## config.mk

```make
export PLATFORM = sky130hd
export DESIGN_NAME = rf_write_scheduler_flat
export DESIGN_NICKNAME = d
export VERILOG_FILES = /design/src/rtl/rf_write_scheduler_if.sv /design/src/rtl/rf_write_scheduler.sv /design/src/flat_wrapper.sv
export SDC_FILE = /design/constraint.sdc
export NUM_CORES = 1
export LEC_CHECK = 0
export ABC_CLOCK_PERIOD_IN_PS = 3400
export CAP_MARGIN = 25
export CORE_MARGIN = 1
export CORE_UTILIZATION = 67
export DETAILED_ROUTE_END_ITERATION = 7
export DONT_BUFFER_PORTS = 1
export PLACE_DENSITY = 0.83
export SETUP_SLACK_MARGIN = 0.3
export SLEW_MARGIN = 5
export SYNTH_ARGS = -nofsm -noshare
export SYNTH_HDL_FRONTEND = slang
export SYNTH_SLANG_ARGS = --single-unit
export TNS_END_PERCENT = 1
```

## constraint.sdc

```tcl
create_clock -name CLK -period 3.4 [get_ports CLK]
set_clock_uncertainty 0.2 [all_clocks]
set_input_delay 0 -clock CLK [delete_from_list [all_inputs] [get_ports CLK]]
set_output_delay 0 -clock CLK [all_outputs]
set_load 0.005 [all_outputs]
```

## src/rtl/rf_write_scheduler_if.sv

```systemverilog
// Producer-side request bundle for rf_write_scheduler: ALU writeback (wb) and load return (ld).
interface rf_write_scheduler_if #(
  parameter int unsigned XLEN = 32,
  parameter int unsigned AW   = 5
);
  logic            wb_valid;
  logic            wb_ready;
  logic [AW-1:0]   wb_rd;
  logic [XLEN-1:0] wb_data;
  logic            ld_valid;
  logic            ld_ready;
  logic [AW-1:0]   ld_rd;
  logic [XLEN-1:0] ld_data;

  modport master (
    output wb_valid, wb_rd, wb_data, ld_valid, ld_rd, ld_data,
    input  wb_ready, ld_ready
  );

  modport slave (
    input  wb_valid, wb_rd, wb_data, ld_valid, ld_rd, ld_data,
    output wb_ready, ld_ready
  );
endinterface

```

## src/rtl/rf_write_scheduler.sv

```systemverilog
// Round-robin arbiter for the register-file write port with a registered write stage.
// Optional pending scoreboard for RAW stalls, enabled by defining RF_SCOREBOARD_EN.
module rf_write_scheduler #(
  parameter int unsigned XLEN = 32,
  parameter int unsigned NREG = 32,
  parameter int unsigned AW   = $clog2(NREG)
) (
  input  logic                 CLK,
  input  logic                 RST_N,
  rf_write_scheduler_if.slave  req,
  output logic                 rf_we,
  output logic [AW-1:0]        rf_rd,
  output logic [XLEN-1:0]      rf_wdata,
  input  logic                 issue_valid,
  input  logic [AW-1:0]        issue_rd,
  input  logic [AW-1:0]        chk_rs1,
  input  logic [AW-1:0]        chk_rs2,
  output logic                 rs1_busy,
  output logic                 rs2_busy,
  output logic                 stall
);

  typedef enum logic {GrWb, GrLd} grant_e;

  grant_e          last_grant_q, last_grant_d;
  logic            grant_wb, grant_ld, accept;
  logic [AW-1:0]   sel_rd;
  logic [XLEN-1:0] sel_data;
  logic            rf_we_q;
  logic [AW-1:0]   rf_rd_q;
  logic [XLEN-1:0] rf_wdata_q;

  // On a tie the requester that did not win last time is granted.
  always_comb begin
    grant_wb     = req.wb_valid && (!req.ld_valid || last_grant_q == GrLd);
    grant_ld     = req.ld_valid && !grant_wb;
    accept       = grant_wb || grant_ld;
    sel_rd       = grant_wb ? req.wb_rd   : req.ld_rd;
    sel_data     = grant_wb ? req.wb_data : req.ld_data;
    req.wb_ready = grant_wb && RST_N;
    req.ld_ready = grant_ld && RST_N;
    last_grant_d = last_grant_q;
    if (grant_wb) begin
      last_grant_d = GrWb;
    end else if (grant_ld) begin
      last_grant_d = GrLd;
    end
  end

  always_ff @(posedge CLK or negedge RST_N) begin
    if (!RST_N) begin
      last_grant_q <= GrLd;
      rf_we_q      <= 1'b0;
      rf_rd_q      <= '0;
      rf_wdata_q   <= '0;
    end else begin
      last_grant_q <= last_grant_d;
      if (accept) begin
        // x0 writes consume the grant but never reach the register file.
        rf_we_q    <= (sel_rd != '0);
        rf_rd_q    <= sel_rd;
        rf_wdata_q <= sel_data;
      end else begin
        rf_we_q    <= 1'b0;
      end
    end
  end

  assign rf_we    = rf_we_q;
  assign rf_rd    = rf_rd_q;
  assign rf_wdata = rf_wdata_q;

`ifdef RF_SCOREBOARD_EN
  logic [NREG-1:0] pending_q, pending_d;

  // Clear first, then set, so a fresh issue survives a commit to the same register.
  always_comb begin
    pending_d = pending_q;
    if (rf_we_q) begin
      pending_d[rf_rd_q] = 1'b0;
    end
    if (issue_valid && issue_rd != '0) begin
      pending_d[issue_rd] = 1'b1;
    end
  end

  always_ff @(posedge CLK or negedge RST_N) begin
    if (!RST_N) begin
      pending_q <= '0;
    end else begin
      pending_q <= pending_d;
    end
  end

  assign rs1_busy = pending_q[chk_rs1] && (chk_rs1 != '0);
  assign rs2_busy = pending_q[chk_rs2] && (chk_rs2 != '0);
  assign stall    = rs1_busy || rs2_busy;
`else
  logic unused_sb_inputs;
  assign unused_sb_inputs = ^{issue_valid, issue_rd, chk_rs1, chk_rs2};
  assign rs1_busy = 1'b0;
  assign rs2_busy = 1'b0;
  assign stall    = 1'b0;
`endif

endmodule
```

## src/flat_wrapper.sv

```systemverilog
// flat-port wrapper written by rule: the top's interface ports become plain ports
module rf_write_scheduler_flat 
#(
  parameter int unsigned XLEN = 32,
  parameter int unsigned NREG = 32,
  parameter int unsigned AW   = $clog2(NREG)
)
  (CLK, RST_N, rf_we, rf_rd, rf_wdata, issue_valid, issue_rd, chk_rs1, chk_rs2, rs1_busy, rs2_busy, stall, req_wb_valid, req_wb_rd, req_wb_data, req_ld_valid, req_ld_rd, req_ld_data, req_wb_ready, req_ld_ready);
  rf_write_scheduler_if #(.XLEN(XLEN), .AW(AW)) req_i ();
  input  logic CLK;
  input  logic RST_N;
  output logic rf_we;
  output logic [AW-1:0] rf_rd;
  output logic [XLEN-1:0] rf_wdata;
  input  logic issue_valid;
  input  logic [AW-1:0] issue_rd;
  input  logic [AW-1:0] chk_rs1;
  input  logic [AW-1:0] chk_rs2;
  output logic rs1_busy;
  output logic rs2_busy;
  output logic stall;
  input wire logic [$bits(req_i.wb_valid)-1:0] req_wb_valid;
  input wire logic [$bits(req_i.wb_rd)-1:0] req_wb_rd;
  input wire logic [$bits(req_i.wb_data)-1:0] req_wb_data;
  input wire logic [$bits(req_i.ld_valid)-1:0] req_ld_valid;
  input wire logic [$bits(req_i.ld_rd)-1:0] req_ld_rd;
  input wire logic [$bits(req_i.ld_data)-1:0] req_ld_data;
  output wire logic [$bits(req_i.wb_ready)-1:0] req_wb_ready;
  output wire logic [$bits(req_i.ld_ready)-1:0] req_ld_ready;
  assign req_i.wb_valid = req_wb_valid;
  assign req_i.wb_rd = req_wb_rd;
  assign req_i.wb_data = req_wb_data;
  assign req_i.ld_valid = req_ld_valid;
  assign req_i.ld_rd = req_ld_rd;
  assign req_i.ld_data = req_ld_data;
  assign req_wb_ready = req_i.wb_ready;
  assign req_ld_ready = req_i.ld_ready;
  rf_write_scheduler #(.XLEN(XLEN), .NREG(NREG), .AW(AW)) u_core (.CLK(CLK), .RST_N(RST_N), .req(req_i), .rf_we(rf_we), .rf_rd(rf_rd), .rf_wdata(rf_wdata), .issue_valid(issue_valid), .issue_rd(issue_rd), .chk_rs1(chk_rs1), .chk_rs2(chk_rs2), .rs1_busy(rs1_busy), .rs2_busy(rs2_busy), .stall(stall));
endmodule
```

==> PnR_summary.wiki, run 1 <==
{| class="wikitable"
! Metric !! Value
|-
| Area leader, netlist || sky130_fd_sc_hd__dfrtp_1
|-
| TritonCTS buffer count || 5
|-
| Number of clock sinks || 39
|-
| Clock root buffer || sky130_fd_sc_hd__clkbuf_4
|-
| Error message || [ERROR DPL-0038] Utilization greater than 100%, impossible to legalize
|-
| Largest cells by area after synthesis || sky130_fd_sc_hd__dfrtp_1 47%, sky130_fd_sc_hd__mux2_2 35%, sky130_fd_sc_hd__buf_6 3.9%, sky130_fd_sc_hd__mux2_4 2.2%, sky130_fd_sc_hd__o32a_1 2.0%
|-
| Yosys synthesis warning count || 0
|-
| Maximum buffer depth of the clock tree || 2
|-
| Standard cell area after detailed placement || 1950 um2
|-
| Number of H-tree levels || 2
|-
| I/O pins || ~140
|-
| # port buffers || 0
|-
| Setup Buffers After CTS || 0
|-
| Starting utilization of the core area || a little under three quarters
|-
| Chip Width || 56.8 um
|-
| Vertical extent of the die || 56.8 um
|-
| Library cells used by synthesis || 20
|-
| Hold bufs inserted after CTS || 84
|-
| HPWL after DPL || between 2000 and 3000 um
|-
| Number of storage elements in the synthesis netlist || 39
|-
| GPL Wtd Cong || between 0.7 and 0.8
|-
| Synth Instances || about 140
|-
| Stage where the run ended || clock tree synthesis
|-
| Syn avg cell area || 14.2 um2
|-
| Post-Syn Area || about 2000 um2
|-
| Status || did not finish
|-
| Sequential element share of the synthesized area || 48.5%
|-
| Number of cells upsized or downsized after cts || 0
|-
| Site row count || 19
|-
| Synth top area share || 47.2%
|}
## cell usage after synthesis, drive strengths merged
cell type and number:
or4 2, o22ai 2, buf 13, nor2 4, conb 1, dfrtp 38, o32a 4, dfstp 1
a21oi 1, and3 1, a21bo 1, inv 3, o21ai 1, a31oi 1, mux2 65, o21a 4
## kinds of logic after synthesis
family / after synthesis / share of synthesized area (%)
buffers and inverters: 16 / 6.59
flip-flops: 39 / 48.5
multiplexers: 65 / 36.9
other: 1 / 0.186
AO/OA/AOI/OAI: 14 / 5.97
AND/OR/NAND/NOR: 7 / 1.80
## metrics by stage
stage	utilization (%)	worst slack, ps	std cells
3_5_place_dp	69.4	1430	163
2_1_floorplan	-	1900	144
3_3_place_gp	69.4	1480	163
==> run 2, diff against run 1 <==
CORE_UTILIZATION = 40   (was 67)
PLACE_DENSITY = not set   (was 0.83)
PLACE_DENSITY_LB_ADDON = 0.15   (was not set)
SETUP_SLACK_MARGIN = not set   (was 0.3)
==> run 2 against run 1 <==
The flow now finishes without violations; synthesized cell count stayed put; synthesized area is the same.
==> PnR_summary.wiki, run 2 <==
{| class="wikitable"
! Metric !! Value
|-
| Areal power density over the cells || 432 nW/um2
|-
| Site row count || 25
|-
| Wire length reported by the detailed router || 4990 um
|-
| Main flop type after synthesis || sky130_fd_sc_hd__dfrtp_1
|-
| Max FO, Critical Path || 24
|-
| Data arrival time of the critical path || between 2000 and 3000 ps
|-
| Number of storage elements in the synthesis netlist || 39
|-
| Startpoint types || register
|-
| First drt pass iteration count || 4
|-
| Largest cells by area after synthesis || sky130_fd_sc_hd__dfrtp_1 47%, sky130_fd_sc_hd__mux2_2 35%, sky130_fd_sc_hd__buf_6 3.9%, sky130_fd_sc_hd__mux2_4 2.2%, sky130_fd_sc_hd__o32a_1 2.0%
|-
| HPWL after DPL || around 2900 um
|-
| CTS tree || done
|-
| Number of max-slew violations in the final report || 0
|-
| Standard cell area after detailed placement || ~2000 um2
|-
| Maximum buffer depth of the clock tree || 2
|-
| Syn avg cell area || around 14 um2
|-
| Number of vias in the routed layout || 1,461
|-
| # port buffers || 0
|-
| Flip-flop count of the largest register, all copies and words added || 32
|-
| Library cells used by synthesis || 20
|-
| Top-count cell post-synth || sky130_fd_sc_hd__mux2_2
|-
| Fin Setup TNS || 0 ps
|-
| Clock Latency Late Sink || ~280 ps
|-
| Sequential element share of the synthesized area || 48.5%
|-
| Endpoints failing setup || 0
|-
| Most common cell after layout, fill and taps aside || sky130_fd_sc_hd__dlygate4sd3_1
|-
| Final hold viol count || 0
|-
| TritonCTS buffer count || 5
|-
| Leakage dissipation || 1.20 nW
|-
| Destination of the critical timing path || u_core.rf_wdata[9]$_DFFE_PN0P_
|-
| Standard cell core area || 4790 um2
|-
| Critical path start-end classification || reg -> reg
|-
| Layout cells sized above 1 || a little over a third
|-
| Post-Syn Area || 2010 um2
|-
| Worst r2r path cells || 4
|-
| Area grow syn2layout || 46.0%
|-
| Top library cells by usage in the layout, fill and taps aside || 81 x sky130_fd_sc_hd__dlygate4sd3_1, 62 x sky130_fd_sc_hd__mux2_2, 38 x sky130_fd_sc_hd__dfrtp_1
|-
| Share of the cycle needed by the critical path after routing || 74.4%
|-
| Setup Buffers After CTS || 0
|-
| Post-CTS clock slew at the launch and capture registers of the worst setup and hold paths || 70 ps
|-
| Violation count after the first detailed-routing iteration || 27
|-
| Cell area after layout || 2940 um2
|-
| Area leader, netlist || sky130_fd_sc_hd__dfrtp_1
|-
| Number of clock sinks || 39
|-
| Global-route wire length before repair || roughly 7700 um
|-
| Synth top area share || 47.2%
|-
| Per-cell routed wire length || 17.3 um
|-
| Remaining routing DRC violations || 0
|-
| Vertical extent of the die || 72.9 um
|-
| VDD IR-drop max || roughly 0.00025 V
|-
| GPL Wtd Cong || around 0.74
|-
| DRT antenna net count || 0
|-
| Clock root buffer || sky130_fd_sc_hd__clkbuf_8
|-
| Chip Width || 72.9 um
|-
| Number of cells upsized or downsized after cts || 0
|-
| Post-layout net count || 315
|-
| Worst relative slew slack || approximately 65%
|-
| Routed vias/inst || 5.06
|-
| Start point of the critical path || u_core.last_grant_q$_DFFE_PN1P_
|-
| Reg-to-Reg Start || u_core.last_grant_q$_DFFE_PN1P_
|-
| Number of H-tree levels || 2
|-
| Area of the die || 5320 um2
|-
| Starting utilization of the core area || about 42%
|-
| I/O pins || 137
|-
| Overall global routing resource usage || 19.5%
|-
| Count of flip-flops with a built-in enable after synthesis || 0
|-
| Antenna fix cells || 0
|-
| Via count of the first global-routing pass || 1,689
|-
| Status || finished, final reports clean
|-
| Slack of the worst reg-to-reg path || slightly below 900 ps
|-
| Worst setup EP type || register
|-
| Setup repair after global routing missed its margin || no
|-
| Yosys synthesis warning count || 0
|-
| Pin count of the biggest net entering global routing || 42
|-
| Slew of the pin with the lowest slew margin || about 520 ps
|-
| Number of antenna violations at the first check in global routing || 0
|-
| Async set-or-reset flop fraction in the synthesized netlist || 100%
|-
| Commonest cells post-synth || 62 x sky130_fd_sc_hd__mux2_2, 38 x sky130_fd_sc_hd__dfrtp_1, 7 x sky130_fd_sc_hd__buf_6, 5 x sky130_fd_sc_hd__buf_4
|-
| Reg2Reg Capture Point || u_core.rf_wdata[9]$_DFFE_PN0P_
|-
| Total congestion overflow || 0
|-
| Fmax || 0.395 GHz
|-
| Number of max-capacitance violations reported || 0
|-
| Hold crit path type || in -> async
|-
| Final critical delay including setup and external delays || 2530 ps
|-
| Required time at the worst-slack endpoint || 3370 ps
|-
| Synth Instances || 142
|}
## run 2: cell counts after synthesis
No cell type changed its count.
## run 2: worst min-delay path by stage
stage	start	endpoint	slack [ps]	cells past startpoint
CTS	RST_N	u_core.rf_wdata[5]$_DFFE_PN0P_	10	2
detailed placement	RST_N	u_core.rf_rd[1]$_DFFE_PN0P_	-490	0
finish	RST_N	u_core.rf_wdata[28]$_DFFE_PN0P_	7	2
global placement	RST_N	u_core.rf_rd[1]$_DFFE_PN0P_	-490	0
global route	RST_N	u_core.rf_wdata[28]$_DFFE_PN0P_	10	2
floorplan	RST_N	u_core.rf_rd[0]$_DFFE_PN0P_	-500	0
## run 2: what timing repair did
item	4_1_cts	5_1_grt
endpoints found under the hold margin	80	0
hold buffers	82	0
setup endpoints to repair	0	0
## run 2: cell families after synthesis
group / after synthesis / synth area share (%)
mux: 65 / 36.9
simple gates: 7 / 1.80
other cells: 1 / 0.186
compound gates: 14 / 5.97
flops: 39 / 48.5
buf+inv: 16 / 6.59
## run 2: through the flow
step	total power, mW	util [%]	worst slack [ps]	std cells	hold WS (ps)
2_1_floorplan	0.728	-	1900	144	-496
3_3_place_gp	0.727	41.6	1480	199	-495
3_5_place_dp	0.737	41.6	1410	199	-495
4_1_cts	1.27	61.4	864	289	10.9
5_1_grt	1.33	61.4	758	289	13.1
6_report	1.27	61.4	871	289	7.17
## run 2: layout make-up
cell class / count / area, um2
Inverter: 3 / 11.3
Clock inverter: 2 / 35.0
Timing Repair Buffer: 83 / 838
Tap cell: 67 / 83.8
Sequential cell: 39 / 977
Fill cell: 370 / 1850
Multi-Input combinational cell: 89 / 911
Clock buffer: 6 / 82.6
## run 2: routing by layer
metal	global-route usage [%]	part of all wire [%]	up-vias
met5	0	0	-
met4	7.84	2.1	0
met3	5.80	6.5	11
met2	38.0	56	79
met1	19.0	36	710
li1	-	-	661
## run 2: power by group
group / total, mW / internal [mW] / switching, mW
Combinational: 0.295 / 0.212 / 0.0833
Clock: 0.398 / 0.238 / 0.161
Sequential: 0.577 / 0.526 / 0.0501
Total: 1.27 / 0.976 / 0.294
## run 2: worst max-delay path, stage by stage (launching register included)
cell and delay, ps:
sky130_fd_sc_hd__dfstp_2 400, sky130_fd_sc_hd__o21ai_4 430, sky130_fd_sc_hd__buf_4 410, sky130_fd_sc_hd__mux2_2 390
sky130_fd_sc_hd__dlygate4sd3_1 560
Note: power is estimated with default switching activity, not from simulation.
